==> src/rtl/alu_pkg.sv <==
// Shared definitions for the nibble-serial ALU front end: opcode values,
// sequencer state encoding and the position of the chain flag in an opcode beat.
package alu_pkg;

  // Opcode values as driven on alu_sel.
  localparam logic [2:0] OP_NEGA = 3'b000;  // -A
  localparam logic [2:0] OP_NEGB = 3'b001;  // -B
  localparam logic [2:0] OP_ADD  = 3'b010;  // A + B
  localparam logic [2:0] OP_SUB  = 3'b011;  // A - B
  localparam logic [2:0] OP_MUL  = 3'b100;  // A * B, low nibble
  localparam logic [2:0] OP_AND  = 3'b101;
  localparam logic [2:0] OP_OR   = 3'b110;
  localparam logic [2:0] OP_XOR  = 3'b111;

  // Bit of the opcode beat that requests reuse of the previous result as A.
  localparam int CHAIN_BIT = 3;

  typedef enum logic [2:0] {
    ST_GET_OP = 3'd0,
    ST_GET_A  = 3'd1,
    ST_GET_B  = 3'd2,
    ST_EXEC   = 3'd3,
    ST_HOLD   = 3'd4
  } state_t;

endpackage

==> src/rtl/alu_op_sequencer.sv <==
// Front end and result stage for the 4-bit combinational ALU. Collects an
// opcode beat and up to two operand beats, holds them steady on the alu_*
// outputs for one EXEC cycle, captures the ALU result and offers it on a
// valid/ready port. A chained opcode reuses the last result as operand A.
module alu_op_sequencer
  import alu_pkg::*;
#(
  parameter int CNT_W = 8
) (
  input  logic             clk,
  input  logic             rst,
  input  logic             in_valid,
  output logic             in_ready,
  input  logic [3:0]       in_data,
  output logic [3:0]       alu_a,
  output logic [3:0]       alu_b,
  output logic [2:0]       alu_sel,
  input  logic [3:0]       alu_res,
  output logic             res_valid,
  input  logic             res_ready,
  output logic [3:0]       res_data,
  output logic [2:0]       res_op,
  output logic [CNT_W-1:0] op_count
);

  state_t           r_state;
  logic             r_in_ready;
  logic [3:0]       r_a;
  logic [3:0]       r_b;
  logic [2:0]       r_sel;
  logic             r_res_valid;
  logic [3:0]       r_res_data;
  logic [2:0]       r_res_op;
  logic [3:0]       r_last_res;
  logic [CNT_W-1:0] r_op_count;

  logic             w_transfer;
  logic [2:0]       w_op;
  logic             w_chain;

  // Beat handshake and opcode-beat field decode.
  assign w_transfer = in_valid && r_in_ready;
  assign w_op       = in_data[2:0];
  assign w_chain    = in_data[CHAIN_BIT];

  // Sequencer FSM with all outputs registered. in_ready is kept as its own
  // flop, loaded alongside every state change, so it is a clean state decode.
  always_ff @(posedge clk) begin
    if (rst) begin
      r_state     <= ST_GET_OP;
      r_in_ready  <= 1'b1;
      r_a         <= '0;
      r_b         <= '0;
      r_sel       <= '0;
      r_res_valid <= 1'b0;
      r_res_data  <= '0;
      r_res_op    <= '0;
      r_last_res  <= '0;
      r_op_count  <= '0;
    end else begin
      // NOTE: every state register here uses <= so all flops sample the
      // pre-edge values; a blocking = would let later lines see updated state.
      case (r_state)
        ST_GET_OP: begin
          if (w_transfer) begin
            r_sel <= w_op;
            r_a   <= '0;
            r_b   <= '0;
            if (w_op == OP_NEGB) begin
              // A is unused, so the chain flag has nothing to do.
              r_state <= ST_GET_B;
            end else if (w_chain) begin
              r_a <= r_last_res;
              if (w_op == OP_NEGA) begin
                r_state    <= ST_EXEC;
                r_in_ready <= 1'b0;
              end else begin
                r_state <= ST_GET_B;
              end
            end else begin
              r_state <= ST_GET_A;
            end
          end
        end

        ST_GET_A: begin
          if (w_transfer) begin
            r_a <= in_data;
            if (r_sel == OP_NEGA) begin
              r_state    <= ST_EXEC;
              r_in_ready <= 1'b0;
            end else begin
              r_state <= ST_GET_B;
            end
          end
        end

        ST_GET_B: begin
          if (w_transfer) begin
            r_b        <= in_data;
            r_state    <= ST_EXEC;
            r_in_ready <= 1'b0;
          end
        end

        ST_EXEC: begin
          // Operands were stable for the whole cycle; take the ALU output.
          r_res_data  <= alu_res;
          r_res_op    <= r_sel;
          r_last_res  <= alu_res;
          r_res_valid <= 1'b1;
          r_state     <= ST_HOLD;
        end

        ST_HOLD: begin
          if (r_res_valid && res_ready) begin
            r_res_valid <= 1'b0;
            r_op_count  <= r_op_count + CNT_W'(1);
            r_state     <= ST_GET_OP;
            r_in_ready  <= 1'b1;
          end
        end

        // NOTE: the 3-bit state has unused codes; the default branch steers
        // them back to idle and keeps the case full so no hold logic is implied.
        default: begin
          r_state     <= ST_GET_OP;
          r_in_ready  <= 1'b1;
          r_res_valid <= 1'b0;
        end
      endcase
    end
  end

  assign in_ready  = r_in_ready;
  assign alu_a     = r_a;
  assign alu_b     = r_b;
  assign alu_sel   = r_sel;
  assign res_valid = r_res_valid;
  assign res_data  = r_res_data;
  assign res_op    = r_res_op;
  assign op_count  = r_op_count;

endmodule
==> config.mk <==
export PLATFORM = sky130hd
export DESIGN_NAME = alu_op_sequencer
export DESIGN_NICKNAME = d
export VERILOG_FILES = /design/src/rtl/alu_pkg.sv /design/src/rtl/alu_op_sequencer.sv
export SDC_FILE = /design/constraint.sdc
export NUM_CORES = 1
export LEC_CHECK = 0
export ABC_AREA = 1
export BUFFER_PORTS_ARGS = -buffer_cell sky130_fd_sc_hd__buf_2
export CORE_AREA = 2 2 73 75
export CTS_CLUSTER_SIZE = 14
export DETAILED_ROUTE_END_ITERATION = 10
export DIE_AREA = 0 0 75 77
export GPL_ROUTABILITY_DRIVEN = 0
export PLACE_DENSITY = 0.53
export SYNTH_ARGS = -nofsm -noshare
export SYNTH_HDL_FRONTEND = slang
export SYNTH_SLANG_ARGS = --single-unit
==> constraint.sdc <==
create_clock -name clk -period 2.3 [get_ports clk]
set_input_delay 0.345 -clock clk [delete_from_list [all_inputs] [get_ports clk]]
set_output_delay 0.345 -clock clk [all_outputs]
set_load 0.005 [all_outputs]
==> results.cfg, run 1 <==
[sta]
timing.final.setup_violations = 0
finClkSkew_ns = 0.00356
rsz0062_at_grt = no
maximum_operating_frequency_mhz = 754
period_share_pct = 57.7
worstMarginPinSlew_ns = 0.522
hold_ws_ns = 0.332
min_period_ns = 1.33
final.setup.tns_ns = 0
hold_viol = 0
maxSlewHeadroom_pct = 65.1
pins_over_slew_limit = 0

[min_path]
holdPathEnd = r_last_res[3]
hold_path_startpoint = alu_res[3]
min-delay-path-class = input pin to flip-flop
hold-path-cell-count = 3

[synthesis]
postSynthRegisterBits = 31
synth_seq_area_share_pct = 43.1
synthesized_area_fraction_occupied_by_ao_oa_aoi_and_oai_cells_pct = 17.5
synthesis.area_sq_um = 1440
muxShareOfSynthArea_pct = 0
synthesis.instances = 205
yosys.area_share.adder_pct = 0.869
synthesis.area_per_instance_sq_um = 7.03
nets_in_the_synthesized_netlist = 218
synth_warnings = 0
combinational_family_with_the_most_area_after_synthesis = simple AND/OR/NAND/NOR gates
synth.distinct_cells = 21
synthSimpleGateAreaFrac_pct = 29.4
synth_xor_area_share_pct = 0

[global_routing]
met2_usage_pct = 19.5
grt_pass1_vias = 1338
met1_capacity_usage_during_global_routing_pct = 18.5
overflow = 0
antenna_found_initial = 0
grtUsageTotal_pct = 13.6
grt_most_used_layer = met2
grt_first_pass_wirelength_mm = 6.02
grt_max_degree = 21
gr-usage-met3_pct = 3.94

[worst_setup_path]
r2r_slack_ns = 0.97
slowest_delay_ns = 0.54
critPathMaxFanout = 8
critical-path-top-delay-family = flip-flops
criticalPathCategory = flip-flop to flip-flop
timing.critical_path.cells = nor2_1 > nand2_1 > inv_2 > nand2_1 > nand2_1 > o21ai_1 > nand2_1
critical_path.reg2reg.endpoint = in_ready
crit_required_ns = 2.48
worstPathArrival_ns = 1.51
worst-path-buf-inv = 1
critPathMostFrequentCell = nand2_1
timing.critical_path.to_type = flip-flop
r2r-start = r_state[1]
crit_path_top_delay_cell = dfxtp_1
crit_path_start_kind = flip-flop
worstRegToRegCells = 7

[floorplanning]
initial_utilization_pct = 28.9
die_x_microns = 75
design.die.area_sq_um = 5780
design.portCount = 40
rows = 26
floorplan.core_area_sq_um = 4980
floorplan.die.height_microns = 77

[cts]
postCtsSetupBuffers = 0
path_clk_slew_ns = 0.07
cts-root-buf = clkbuf_8
clk-insertion-delay-late_ns = 0.28
cts_max_level = 2
cts_tree = yes
cts.path.max_buffers = 2
clkSinkCount = 31
cts-hold-fix-buffers = 0
post_cts_resized = 0
cts_made_buffers = 5

[finish]
finish.cell_count_without_fillers = 317
drive_gt1_share_pct = 24.7
final_core_util_pct = 36.0
final_nets = 259
area_growth_syn_to_layout_pct = 24.5
layout_cell_area_excl_fill_sq_um = 1790
insertedDiodeCount = 0
fillCellCount = 557

[placed_design]
post_dp_cell_area_sq_um = 1690
post-place-cells = 309
numPortBuffers = 39
post-dp-hpwl_mm = 2.71

[routing]
initialDrtViolationCount = 61
detail_route.drc_violations = 0
detail_route.wirelength_mm = 3.56
num_vias = 1412
post_drt_wl_per_cell_microns = 11.2
antenna_left = 0
vias_per_cell = 4.45
drt-pass1-iter-count = 4

[power]
irDropWorstVdd_v = 0.000446
cellPowerDensity_nw_per_um2 = 1030
p_leak_nw = 0.828

[run_status]
outcome = completed

[flow_run]
max_cap_viol_count = 0
[worst min-delay path: cells and delay by family]
kind                   cells  cell delay, ns
AND/OR/NAND/NOR            1            0.08
buffers and inverters      1            0.08
AO/OA/AOI/OAI              1            0.07
[logic make-up after synthesis]
logic type,after synthesis
AOI/OAI and AO/OA,50
adders and majority gates,1
buffers and inverters,32
DFF,31
and+or+nand+nor,91
[metrics by stage]
step | power, mW | worst slack (ns)
after global placement | 1.40 | 0.925
after floorplan | 1.21 | 1.19
after detailed placement | 1.40 | 0.916
final | 1.85 | 0.973
after CTS | 1.87 | 0.971
after global routing | 2.00 | 0.757
[synth_stat cells (all sizes together)]
| cell type | number | area (sq um) |
|---|---|---|
| clkbuf | 3 | 11.3 |
| nand4 | 2 | 12.5 |
| inv | 27 | 101 |
| nand2 | 48 | 185 |
| nand3 | 12 | 82.6 |
| ha | 1 | 12.5 |
| o21ai | 21 | 105 |
| buf | 2 | 18.8 |
| dfxtp | 31 | 621 |
| o211ai | 1 | 7.51 |
| nor3 | 7 | 35.0 |
| nor2 | 22 | 108 |
| a21oi | 28 | 140 |
[worst max path at each step]
stage	start	endpoint	depth (start not counted)
after global routing	r_state[1]	in_ready	7
final	r_state[1]	in_ready	7
after CTS	r_state[1]	in_ready	7
after detailed placement	in_valid	alu_a[3]	6
after global placement	in_valid	alu_a[3]	6
after floorplan	r_state[1]	op_count[6]	7
[final cells by class]
class,instances,area (sq um),area share [%]
Multi-Input combinational cell,142,688,38.4
Inverter,27,101,5.65
Timing Repair Buffer,39,195,10.9
Clock buffer,8,100,5.58
Sequential cell,31,621,34.6
Tap cell,70,87.6,4.88
[report_power, final]
group / internal [mW] / leakage (nW) / switching, mW / total (mW)
clock: 0.273 / 0.0515 / 0.200 / 0.473
combinational: 0.237 / 0.524 / 0.401 / 0.637
sequential: 0.645 / 0.252 / 0.0980 / 0.743
total: 1.15 / 0.828 / 0.698 / 1.85
[layout by cell type (no fill, tap or decap)]
cell type / n
buf_2: 39
nand2_2: 2
nand2_1: 46
nor2_2: 4
a21oi_1: 28
ha_1: 1
inv_2: 4
o211ai_1: 1
nand3_1: 9
nor3_1: 7
o21ai_1: 16
inv_1: 23
dfxtp_1: 31
nand3_2: 2
clkbuf_8: 7
nor2_4: 2
clkbuf_1: 1
nand3_4: 1
o21ai_0: 5
nand4_1: 2
nor2_1: 16
[sequential cells by signal (all words and copies together) (netlist names)]
name        count
r_state         3
alu_sel         3
alu_b           4
op_count        8
in_ready        1
res_valid       1
alu_a           4
r_last_res      4
res_op          3
[metal layers]
metal | up-vias | share of wire, %
met5 | - | 0
met4 | 0 | 1.9
met3 | 6 | 5.7
met2 | 40 | 42
met1 | 617 | 50
li1 | 749 | -
Power figures use the tool's default switching activity.
==> run 2: changes to the inputs <==
Settings changed: PLACE_DENSITY 0.53 to 0.55.
Clock period 2.3 ns to 1.2 ns, I/O delays scaled along.
==> run 2 against run 1 <==
- final area rose by 10%
- final cell count rose by 3.8%
- sequential power increased by 97%
- non-clock buffer count is 12 higher
- critical endpoint is now op_count[6]
- die area unchanged
==> results.cfg, run 2 (synthesized netlist as in run 1, its figures left out) <==
[placed_design]
post_dp_cell_area_sq_um = 1780
post-dp-hpwl_mm = 2.69
post-place-cells = 320
pre_cts_ws_ns = 0.0160
numPortBuffers = 39

[sta]
min_period_ns = 1.14
hold_ws_ns = 0.141
fin_ws_ns = 0.0607
finClkSkew_ns = 0.00768
final.setup.tns_ns = 0
period_share_pct = 94.9
hold_viol = 0
rsz0062_at_grt = yes
timing.final.setup_violations = 0
pins_over_slew_limit = 0
worstMarginPinSlew_ns = 0.250
maxSlewHeadroom_pct = 83.3
maximum_operating_frequency_mhz = 878

[run_status]
outcome = completed

[min_path]
hold_path_startpoint = alu_res[3]
hold-path-cell-count = 3
min-delay-path-class = input pin to flip-flop
holdPathEnd = r_last_res[3]

[finish]
area_growth_syn_to_layout_pct = 37.2
insertedDiodeCount = 0
mostFrequentLayoutCell = nand2_1
largest_register_ffs = 8
final_cell_mix = nand2_1, buf_2, a21oi_1
finish.cell_count_without_fillers = 329
final_nets = 271
layout_cell_area_excl_fill_sq_um = 1980
drive_gt1_share_pct = 35.1

[worst_setup_path]
worstSetupStartpoint = r_state[1]
crit_path_start_kind = flip-flop
r2r-start = r_state[1]
criticalPathCategory = flip-flop to flip-flop
crit_required_ns = 1.38
timing.critical_path.cells = nor2_4 > nand2_1 > nor2_4 > nand2_1 > o21ai_1 > a21oi_1
r2r_slack_ns = 0.06
worstRegToRegCells = 6
worstPathArrival_ns = 1.32
critPathMaxFanout = 5
timing.critical_path.to_type = flip-flop
slowest_delay_ns = 0.38
critical_path.reg2reg.endpoint = op_count[6]
crit_path_top_delay_cell = dfxtp_4

[routing]
num_vias = 1441
antenna_left = 0
detail_route.drc_violations = 0
post_drt_wl_per_cell_microns = 11.0
vias_per_cell = 4.38
initialDrtViolationCount = 38
drt-pass1-iter-count = 4
detail_route.wirelength_mm = 3.63

[power]
cellPowerDensity_nw_per_um2 = 2010
p_leak_nw = 0.908
irDropWorstVdd_v = 0.00114

[cts]
cts_tree = yes
clk-insertion-delay-late_ns = 0.29
cts_made_buffers = 5
cts_max_level = 2
clkSinkCount = 31
cts.path.max_buffers = 2
cts-hold-fix-buffers = 0
path_clk_slew_ns = 0.07
cts-root-buf = clkbuf_8

[floorplanning]
rows = 26
floorplan.core_area_sq_um = 4980
die_x_microns = 75
design.portCount = 40
initial_utilization_pct = 28.9
floorplan.die.height_microns = 77
design.die.area_sq_um = 5780

[global_routing]
grt_pass1_vias = 1346
antenna_found_initial = 0
grtUsageTotal_pct = 13.8
grt_first_pass_wirelength_mm = 6.11
grt_max_degree = 21
overflow = 0

[flow_run]
max_cap_viol_count = 0
[run 2: cell types whose count changed in the layout (fill, tap and decap cells not counted), sizes merged]
cell / change
buf: +12
bufinv: +1
clkbuf: -3
clkinv: +2
[run 2: where the power goes]
part / total, mW / switching (mW) / leakage, nW / internal (mW)
Clock: 1.04 / 0.422 / 0.0581 / 0.618
Combinational: 1.47 / 0.858 / 0.596 / 0.609
Sequential: 1.46 / 0.194 / 0.255 / 1.26
Total: 3.96 / 1.47 / 0.908 / 2.49
[run 2: how the worst max path moves through the flow]
stage | end | slack [ns] | depth (start not counted)
after CTS | op_count[5] | 0.01 | 6
final | op_count[6] | 0.06 | 6
after floorplan | op_count[6] | 0.09 | 7
after global placement | alu_sel[1] | 0.002 | 6
after detailed placement | op_count[6] | 0.02 | 6
after global routing | r_state[0] | -0.02 | 7
[run 2: what timing repair did]
item | 4_1_cts | 5_1_grt
pin swaps | 0 | 2
gates resized for setup | 1 | 26
endpoints found under the setup margin | 1 | 22
setup buffers | 0 | 1
[run 2: area by class of cell]
| class | instances | area (sq um) |
|---|---|---|
| inverters | 27 | 101 |
| repair buffers | 51 | 289 |
| well taps | 70 | 87.6 |
| clock buffers | 5 | 68.8 |
| flip-flops and latches | 31 | 634 |
| clock inverters | 3 | 43.8 |
| fillers | 534 | 3000 |
| multi-input cells | 142 | 751 |
[run 2: layer usage]
layer	vias to the layer above	share of wire (%)	global-route usage (%)
met1	617	47	17.8
li1	774	-	-
met3	7	5.5	4.34
met2	43	46	20.9
met4	0	1.9	5.89
met5	-	0	0
[run 2: per-stage QoR]
step,total power [mW],util [%]
after floorplan,2.33,-
after global placement,2.78,35.7
after detailed placement,2.79,35.7
after CTS,3.85,38.0
after global routing,4.32,39.7
final,3.96,39.7
[run 2: worst max-delay path, delay by kind of cell (launching register included)]
family	cells	cell delay, ns
AND/OR/NAND/NOR	4	0.49
flip-flops	1	0.38
AO/OA/AOI/OAI	2	0.17
==> run 3: changes to the inputs <==
Settings changed: ABC_AREA 1 to not set, CORE_AREA 2 2 73 75 to 2 2 72 74, DIE_AREA 0 0 75 77 to 0 0 74 76, PLACE_DENSITY 0.55 to 0.56.
==> run 3 against run 2 <==
- the run now ends with setup timing left
- die area shrank 2.6%
- largest cell class unchanged
- clock skew is essentially flat
- worst setup slack lost 0.19 ns
- global-route usage rose by 0.10 points
- hold slack worse by 0.023 ns
- clock-buffer cell count did not move
- non-clock buffer count grew 23
- power shrank 23%
- area after synthesis shrank 1.9%
- critical path depth is 1 lower
==> results.cfg, run 3 <==
[finish]
layout_cell_area_excl_fill_sq_um = 2140
area_growth_syn_to_layout_pct = 51.6
largest_register_ffs = 8
finish.cell_count_without_fillers = 301
drive_gt1_share_pct = 46.8
fillCellCount = 503
insertedDiodeCount = 0
final_nets = 243
final_cell_mix = buf_2, buf_4, dfxtp_1
mostFrequentLayoutCell = buf_2

[power]
cellPowerDensity_nw_per_um2 = 1430
irDropWorstVdd_v = 0.000822
fin_total_pwr_mw = 3.06
p_leak_nw = 0.986

[sta]
hold_viol = 0
maxSlewHeadroom_pct = 78.6
final.setup.tns_ns = -1.17
pins_over_slew_limit = 0
period_share_pct = 111
min_period_ns = 1.33
maximum_operating_frequency_mhz = 750
worstMarginPinSlew_ns = 0.317
fin_ws_ns = -0.133
rsz0062_at_grt = yes
finClkSkew_ns = 0.00770
timing.final.setup_violations = 14

[synthesis]
synth_warnings = 0
post-synth-top-count-cell = dfxtp_1
synth.cells.most_frequent = dfxtp_1, nor2_1, nand2_1
postSynthRegisterBits = 31
netlist_top_cells_area = dfxtp_1, nor2_1, a21oi_1, mux2i_1, nand2_1
synthesis.area_per_instance_sq_um = 8.83
asyncSetResetFlopFracSynth_pct = 0
synth_largest_area_cell = dfxtp_1
synth_edf_count = 0
synth.distinct_cells = 40
synthesis.area_sq_um = 1410
nets_in_the_synthesized_netlist = 173
synthesis.instances = 160
synth_top_flop_cell = dfxtp_1
synth_seq_area_share_pct = 43.9
yosysTopAreaCellShare_pct = 43.9

[placed_design]
post-dp-hpwl_mm = 2.75
post-place-cells = 292
post_dp_cell_area_sq_um = 1970
pre_cts_ws_ns = -0.170
numPortBuffers = 39

[global_routing]
grt_max_degree = 21
overflow = 0
grt_first_pass_wirelength_mm = 5.98
grtUsageTotal_pct = 13.9
antenna_found_initial = 0
grt_pass1_vias = 1321

[cts]
cts_max_level = 2
clk-insertion-delay-late_ns = 0.29
path_clk_slew_ns = 0.07
cts_tree = yes
cts_made_buffers = 5
cts.path.max_buffers = 2
clkSinkCount = 31
cts-root-buf = clkbuf_8
cts-hold-fix-buffers = 0

[worst_setup_path]
r2r_slack_ns = -0.13
criticalPathCategory = flip-flop to flip-flop
worstPathArrival_ns = 1.51
worstRegToRegCells = 5
timing.critical_path.to_type = flip-flop
critPathMaxFanout = 8
crit_required_ns = 1.38
worstSetupStartpoint = r_state[1]
critical_path.reg2reg.endpoint = op_count[7]
r2r-start = r_state[1]
crit_path_start_kind = flip-flop

[run_status]
outcome = complete, but fails checks
failed_checks = setup timing

[floorplanning]
floorplan.die.height_microns = 76
design.portCount = 40
floorplan.core_area_sq_um = 4910
design.die.area_sq_um = 5620
die_x_microns = 74
rows = 26
initial_utilization_pct = 28.8

[min_path]
holdPathEnd = r_last_res[3]
hold-path-cell-count = 3
min-delay-path-class = input pin to flip-flop
hold_path_startpoint = alu_res[3]

[routing]
drt-pass1-iter-count = 4
detail_route.drc_violations = 0
vias_per_cell = 4.61
initialDrtViolationCount = 52
detail_route.wirelength_mm = 3.60
antenna_left = 0
post_drt_wl_per_cell_microns = 12.0
num_vias = 1387

[flow_run]
max_cap_viol_count = 0
==> run 3: final cells by class <==
type                            instances  area, sq um  share of cell area, %
Clock buffer                            5         68.8                   3.21
Clock inverter                          3         20.0                  0.935
Inverter                                1         3.75                  0.175
Multi-Input combinational cell        117          847                   39.5
Sequential cell                        31          626                   29.2
Tap cell                               70         87.6                   4.09
Timing Repair Buffer                   74          489                   22.8
==> run 3: repair_timing <==
action                                  4_1_cts  5_1_grt
buffers inserted                              0        1
resized for setup                            18        5
endpoints found under the setup margin       20       29
hold endpoints to repair                      0        0
pin swaps                                     3        5
==> run 3: routing by layer <==
layer | GRT usage [%] | routed length, microns | vias to the layer above
met5 | 0 | 0 | -
met4 | 6.55 | 64 | 0
met3 | 3.97 | 151 | 6
met2 | 22.8 | 1820 | 34
met1 | 16.4 | 1560 | 639
li1 | - | - | 708
==> run 3: cell families after synthesis <==
logic type      Yosys count  synth area share [%]
flops                    31                  43.9
xor+xnor                  6                  3.72
simple gates             74                  29.4
mux                       7                  4.96
fa+ha+maj                 1                 0.886
compound gates           29                  12.8
buf+inv                  12                  4.34
==> run 3: worst max-delay path, cell delays in order (launching register included) <==
cell,delay (ns)
dfxtp_2,0.35
or3b_1,0.36
buf_6,0.16
nor4_4,0.15
xnor2_1,0.15
nor2_1,0.05
==> run 3: power breakdown <==
part / internal (mW) / switching, mW / total (mW)
Combinational: 0.519 / 0.487 / 1.01
Clock: 0.403 / 0.421 / 0.824
Sequential: 1.14 / 0.0914 / 1.23
Total: 2.06 / 0.999 / 3.06
==> run 3: through the flow <==
step                hold WS (ns)  util [%]
floorplan                  0.316         -
global placement           0.407      40.0
detailed placement         0.422      40.0
CTS                        0.114      43.0
global route               0.126      43.6
finish                     0.119      43.6
==> run 3: worst max path at each step <==
stage,end,cells after the start
after floorplan,op_count[5],6
final,op_count[7],5
after global routing,op_count[5],5
after global placement,in_ready,5
after detailed placement,alu_a[0],5
after CTS,op_count[7],5
